## src/rtl/reset_sequencer.sv

```systemverilog
// Power-up / soft-reset sequencer: filters PLL lock, then releases
// per-channel enables one at a time; drops them on lock loss or request.
module reset_sequencer #(
  parameter int N_CH      = 4,
  parameter int STAGE_DLY = 62,
  parameter int LOCK_FILT = 16,
  parameter int HOLD_CYC  = 8
) (
  input  logic            clk40,
  input  logic            rst,
  input  logic            lock,
  input  logic            req,
  output logic [N_CH-1:0] en,
  output logic            done,
  output logic [1:0]      state
);

  localparam int LW = (LOCK_FILT > 1) ? $clog2(LOCK_FILT) : 1;
  localparam int DW = (STAGE_DLY > 1) ? $clog2(STAGE_DLY) : 1;
  localparam int IW = (N_CH > 1) ? $clog2(N_CH) : 1;
  localparam int HW = (HOLD_CYC > 1) ? $clog2(HOLD_CYC) : 1;

  localparam logic [LW-1:0] LC_END = LW'(LOCK_FILT - 1);
  localparam logic [DW-1:0] DC_END = DW'(STAGE_DLY - 1);
  localparam logic [IW-1:0] IX_END = IW'(N_CH - 1);
  localparam logic [HW-1:0] HC_END = HW'(HOLD_CYC - 1);

  typedef enum logic [1:0] {
    WAIT_LOCK = 2'd0,
    STAGE     = 2'd1,
    RUN       = 2'd2,
    HOLD      = 2'd3
  } st_t;

  // Declaration initialisers give power-up == reset with rst tied low.
  st_t            st_q   = WAIT_LOCK;
  logic [N_CH-1:0] en_q  = '0;
  logic           done_q = 1'b0;
  logic [LW-1:0]  lc_q   = '0;
  logic [DW-1:0]  dc_q   = '0;
  logic [IW-1:0]  ix_q   = '0;
  logic [HW-1:0]  hc_q   = '0;

  st_t             st_d;
  logic [N_CH-1:0] en_d;
  logic            done_d;
  logic [LW-1:0]   lc_d;
  logic [DW-1:0]   dc_d;
  logic [IW-1:0]   ix_d;
  logic [HW-1:0]   hc_d;

  always_ff @(posedge clk40) begin
    if (rst) begin
      st_q   <= WAIT_LOCK;
      en_q   <= '0;
      done_q <= 1'b0;
      lc_q   <= '0;
      dc_q   <= '0;
      ix_q   <= '0;
      hc_q   <= '0;
    end else begin
      st_q   <= st_d;
      en_q   <= en_d;
      done_q <= done_d;
      lc_q   <= lc_d;
      dc_q   <= dc_d;
      ix_q   <= ix_d;
      hc_q   <= hc_d;
    end
  end

  always_comb begin
    st_d   = st_q;
    en_d   = en_q;
    done_d = done_q;
    lc_d   = lc_q;
    dc_d   = dc_q;
    ix_d   = ix_q;
    hc_d   = hc_q;
    if (st_q != WAIT_LOCK && !lock) begin
      st_d   = WAIT_LOCK;
      en_d   = '0;
      done_d = 1'b0;
      lc_d   = '0;
      dc_d   = '0;
      ix_d   = '0;
      hc_d   = '0;
    end else if ((st_q == STAGE || st_q == RUN) && req) begin
      st_d   = HOLD;
      en_d   = '0;
      done_d = 1'b0;
      dc_d   = '0;
      ix_d   = '0;
      hc_d   = '0;
    end else begin
      unique case (st_q)
        WAIT_LOCK: begin
          en_d   = '0;
          done_d = 1'b0;
          if (!lock) begin
            lc_d = '0;
          end else if (lc_q == LC_END) begin
            lc_d = '0;
            st_d = STAGE;
            ix_d = '0;
            dc_d = '0;
          end else begin
            lc_d = lc_q + 1'b1;
          end
        end
        STAGE: begin
          if (dc_q == DC_END) begin
            dc_d = '0;
            en_d = en_q | (N_CH'(1) << ix_q);
            if (ix_q == IX_END) begin
              st_d   = RUN;
              done_d = 1'b1;
            end else begin
              ix_d = ix_q + 1'b1;
            end
          end else begin
            dc_d = dc_q + 1'b1;
          end
        end
        RUN: begin
          done_d = 1'b1;
        end
        HOLD: begin
          // A still-high request at the end restarts the hold window.
          if (hc_q == HC_END) begin
            hc_d = '0;
            if (!req) begin
              st_d = STAGE;
              ix_d = '0;
              dc_d = '0;
            end
          end else begin
            hc_d = hc_q + 1'b1;
          end
        end
        default: st_d = WAIT_LOCK;
      endcase
    end
  end

  assign en    = en_q;
  assign done  = done_q;
  assign state = st_q;

endmodule

```

## config.mk

```make
export PLATFORM = sky130hd
export DESIGN_NAME = reset_sequencer
export DESIGN_NICKNAME = d
export VERILOG_FILES = /design/src/rtl/reset_sequencer.sv
export SDC_FILE = /design/constraint.sdc
export NUM_CORES = 1
export LEC_CHECK = 0
export BUFFER_PORTS_ARGS = -buffer_cell sky130_fd_sc_hd__buf_2
export CORE_MARGIN = 2
export CORE_UTILIZATION = 59
export DETAILED_ROUTE_END_ITERATION = 16
export PLACE_DENSITY_LB_ADDON = 0.05
export SETUP_SLACK_MARGIN = 0.5
export SLEW_MARGIN = 20
export SYNTH_ARGS = -nofsm -noshare
export SYNTH_HDL_FRONTEND = slang
export SYNTH_SLANG_ARGS = --single-unit
```

## constraint.sdc

```tcl
create_clock -name clk40 -period 3.6 [get_ports clk40]
set_input_delay 0.36 -clock clk40 [delete_from_list [all_inputs] [get_ports clk40]]
set_output_delay 0.36 -clock clk40 [all_outputs]
set_load 0.01 [all_outputs]
```

# ---- Yosys cells after proc, flatten, opt, wreduce, memory -nomap -nowiden
# Cells that the tools add are included.
dict set report totals {
  inputBits 4
  wordCells 81
  regBits 22
}
dict set report classes {
  bitwise_logic 2
  n_eq_ne 20
  add_sub_neg 4
  reduce_logical 18
  shifts 1
  muxes 29
}
# operator count
set ops {}
lappend ops {{$mux 6} 5}
lappend ops {{$mux 2} 13}
lappend ops {{$pmux 6 s3} 1}
lappend ops {{$reduce_and 7->1} 2}
lappend ops {{$mux 4} 3}
lappend ops {{$ne 3x3->1 const B} 4}
lappend ops {{$pmux 2 s3} 2}
lappend ops {{$ne 2x2->1 const B} 5}
lappend ops {{$pmux 4 s2} 1}
lappend ops {{$add 6x1->6 const B} 1}
lappend ops {{$eq 2x2->1 const B} 3}
lappend ops {{$eq 6x6->1 const B} 1}
lappend ops {{$ne 3x1->1 const B} 2}
lappend ops {{$reduce_bool 3->1} 2}
lappend ops {{$reduce_and 5->1} 1}
lappend ops {{$add 4x1->4 const B} 1}
lappend ops {{$eq 4x4->1 const B} 1}
lappend ops {{$ne 2x1->1 const B} 2}
lappend ops {{$or 4x4->4} 1}
lappend ops {{$reduce_and 2->1} 2}
lappend ops {{$reduce_bool 2->1} 2}
lappend ops {{$reduce_bool 4->1} 1}
lappend ops {{$shl 1x2->4 const A} 1}
lappend ops {{$add 3x1->3 const B} 1}
lappend ops {{other kinds (14)} 16}

# ---- Longest topological paths before layout
dict set report logic_depth {
  ltp_word 5
  ltp_mapped 7
  mapped_depth_nobuf 6
}

# ---- Worst setup path before layout
# No wires, ideal clock.
dict set report synth_path {
  kind {flip-flop to flip-flop}
  start {register st_q[0], in the netlist state[0]}
  end {register dc_q[3]}
  required_time_ns 3.533
  path_buffers 1
  arrival_time_ns 1.908
  stages_incl_launch_ff 8
  path_slack_ns 1.625
  path_cell_list {dfxtp_1 -> inv_1 -> ha_1 -> nor2b_1 -> a221o_1 -> buf_6 -> or4_4 -> a21oi_2}
}
dict set report synth_via {
  elab_chain_len 4
  elab_cells_between_ends 16
  cone_classes {7 x eq/ne; 1 x mux; 8 x reduce/logical}
}
# element line
set synth_lines {}
lappend synth_lines {{start: declaration} 36} ;# st_t st_q = WAIT_LOCK;
lappend synth_lines {{start signal: assignment} 62} ;# st_q <= st_d;
lappend synth_lines {{branches (longest 4 deep; another with $reduce_and 5->1)} n/a}
lappend synth_lines {{end signal: assignment} 58} ;# dc_q <= '0;
lappend synth_lines {{end signal: assignment} 66} ;# dc_q <= dc_d;
lappend synth_lines {{end: declaration} 40} ;# logic [DW-1:0] dc_q = '0;
# Parallel ways; which one is timed is not known.
# A chain may end at the register's enable or synchronous reset.

# ---- Worst setup path in the final report
dict set report layout_path {
  start {register st_q[1], in the netlist state[1]}
  end {register st_q[0], in the netlist state[0]}
}
dict set report layout_via {
  elab_chain_len 5
  elab_cells_between_ends 19
  cone_classes {9 x eq/ne; 2 x mux; 8 x reduce/logical}
}
# element line
set layout_lines {}
lappend layout_lines {{$eq 2x1->1 / $eq 2x2->1 (equally long branches)} {88, 96}}
lappend layout_lines {{$logic_or 1x1->1} 88} ;# end else if ((st_q == STAGE || st_q == RUN) && req) begin
lappend layout_lines {{$logic_and 1x1->1} 88}
lappend layout_lines {{$ne 3x3->1 (no source line), or another cell as far along} n/a}
lappend layout_lines {{$reduce_and 7->1 (no source line)} n/a}
# Several ways; a longest one is shown, not always the timed one.

==> metrics.txt <==
outcome=completed; Avg Cell Area, Syn=approximately 8.9 um^2; routed len/inst=between 10 and 15 um; Finished Layout Cells=180; Post-Syn Area=between 1000 and 1500 um^2; initial antenna violation count=0; cts bufs inserted=3; TritonCTS sink count=22; port bufs=10; pin count of the biggest net entering global routing=14; final-report hold violation count=0; worst-case headroom to the max-slew limit=43.9%; setup_tns=0 ns; Die X=between 50 and 60 um; Hold Path Depth=2; Core Region=2000 um^2; # placed instances=about 180; static leakage=approximately 0.53 nW; P&R area growth vs syn=6.46%; post-synth net total=about 160; gpl congestion=slightly below 0.9; type of the most critical hold path=primary input to flop; share of cells above drive strength 1=13.1%; worst slew pin tran=~0.84 ns; Area contributors post-synth=dfxtp_1 34%, ha_1 14%, mux2i_1 3.9%, nand3_1 3.9%, a21oi_1 3.5%; Congestion Overflow GR=0; Synth cell types=slightly above 40; DP Area=between 1000 and 1500 um^2; worst slack at placement=between 1 and 1.5 ns; # DRC=0; Post-CTS Hold Buffers=0; M3 GR Usage=under 10%; pwr/cell area=between 300 and 400 nW/um^2; CP Launch Type=flop; wire length of the first global-routing pass=4660 um; Nets=173; Peak Freq=approximately 0.44 GHz; Fill cells=around 160; Clock transition at path regs=approximately 0.12 ns; CTS tree=done; synthesized instance count=between 100 and 150; Yosys warning total=0; met1 Use GR=a little under a third; worst-path fanout max=12; max-cap violations=0; Worst VDD drop=0.250 mV; Post-CTS Setup Bufs=0; fin util=between 60% and 70%; # setup viols final=0; Clock Tree Buf Depth=2; Final Max Slew Viols=0; Via density=about 6.2; Post-CTS Resized=0; drt initial violations=between 60 and 70; number of antenna cells inserted=0; flops & latches, synth=22; DRT Wirelength=2620 um; DRT Pass-1 Iters=5; Final Cell Area=1360 um^2; busiest grt layer=met2; starting density of the core=63.8%; number of global-route vias before repair=about 1100; RSZ-0062 raised after global routing=false; Async SR Flop Fraction=0%; Via Count=roughly 1100; Final period util=a little over three fifths; crit path capture type=flop; Root Buffer=clkbuf_4; Tot GR Track Use=between 20% and 30%; Worst Path Arrival=around 2.5 ns; Post-synth EDFFs=0; die span in y=between 50 and 60 um; clk_skew=approximately 0.0011 ns; DP Wirelength=1920 um; Setup CP Type=flop to flop; Worst R2R Path Depth=6; Synth Flop Type=dfxtp_1; post-route ant nets=0; share of the synthesized area in the top cell type=34.5%; post-synthesis sequential area ratio=between 30% and 40%; Row Count=16; post-layout minimum cycle time=approximately 2.3 ns; Clock Latency Late Sink=~0.3 ns; met2 Usage GRT=approximately two fifths; total die area=between 2000 and 3000 um^2; Final WS setup=between 1 and 1.5 ns; Synth area leader=dfxtp_1; I/O pins=11; H-tree depth=1; worst path required time=approximately 3.8 ns
path summary, 6_finish.rpt:
check / endpoint / slack [ns] / startpoint
setup / recovery: state[0]$_SDFFE_PP0P_ / 1.33 / state[1]$_SDFFE_PP0P_
hold / removal: lc_q[1]$_SDFFE_PP0P_ / 0.25 / rst
setup reg to reg: state[0]$_SDFFE_PP0P_ / 1.33 / state[1]$_SDFFE_PP0P_
hold reg to reg: done$_SDFFE_PP0P_ / 0.49 / done$_SDFFE_PP0P_
kinds of logic after synthesis:
group / count (synthesis) / synth area share (%)
simple gates: 54 / 22.5
compound gates: 36 / 20.3
flops: 22 / 34.5
fa+ha+maj: 14 / 13.7
buf+inv: 12 / 4.21
mux: 6 / 4.80
layer usage:
metal	vias to the layer above	part of all wire (%)
met2	34	47
met1	520	48
met3	0	4.7
li1	556	-
met4	0	0
met5	-	0
sequential cells by signal, summed over array words and instances, names as in the netlist:
signal  flops
dc_q        6
done        1
en          4
hc_q        3
ix_q        2
lc_q        4
state       2
cell usage after synthesis, types with 2 or more instances:
master and instances:
nor3_1 4, a31oi_1 2, mux2i_1 5, o21a_1 2
nand2_1 10, a22oi_1 3, inv_1 8, clkbuf_1 2
a311oi_1 3, or4_1 2, o21ai_0 5, nand2b_1 3
nor2_1 9, ha_1 14, o31ai_1 3, a21oi_1 9
and3_1 3, nand3_1 10, dfxtp_1 22, nor2b_1 2
nand4_1 2, or3_1 2
power breakdown:
group          internal, mW  total, mW  switching [mW]  leakage (nW)
logic                0.0367      0.104          0.0669         0.335
registers             0.250      0.257         0.00708         0.177
clock network        0.0390      0.113          0.0736        0.0138
critical path, stage by stage (launching register included):
cell and delay [ns]:
dfxtp_1 0.45, inv_1 0.11, ha_1 0.32, nor2b_1 0.20
a221oi_1 0.67, a311oi_1 0.20, nor3b_1 0.24
layout make-up:
| class | instances | area, um^2 | share of cell area (%) |
|---|---|---|---|
| Sequential cell | 22 | 440 | 32.4 |
| Timing Repair Buffer | 10 | 50.0 | 3.68 |
| Clock buffer | 3 | 22.5 | 1.66 |
| Inverter | 8 | 30.0 | 2.21 |
| Tap cell | 27 | 33.8 | 2.48 |
| Multi-Input combinational cell | 110 | 783 | 57.6 |
cells in the final DEF (no fill, tap or decap), types with 3 or more instances in the layout:
cell | Yosys | layout
dfxtp_1 | 22 | 22
clkbuf_4 | 0 | 3
a21oi_1 | 9 | 9
o21ai_0 | 5 | 5
and3_1 | 3 | 3
a22oi_1 | 3 | 3
mux2i_1 | 5 | 5
ha_1 | 14 | 14
nand2b_1 | 3 | 3
nor3_1 | 4 | 4
nor2_1 | 9 | 9
a311oi_1 | 3 | 3
nand3_1 | 10 | 10
buf_2 | 1 | 10
nand2_1 | 10 | 10
inv_1 | 8 | 8
o31ai_1 | 3 | 3
per-stage QoR:
stage | total power, mW | hold slack (ns)
final | 0.473 | 0.248
after global routing | 0.496 | 0.241
after CTS | 0.475 | 0.236
after detailed placement | 0.363 | 0.471
after global placement | 0.361 | 0.460
after floorplan | 0.341 | 0.429
(Power assumes the default switching activity.)
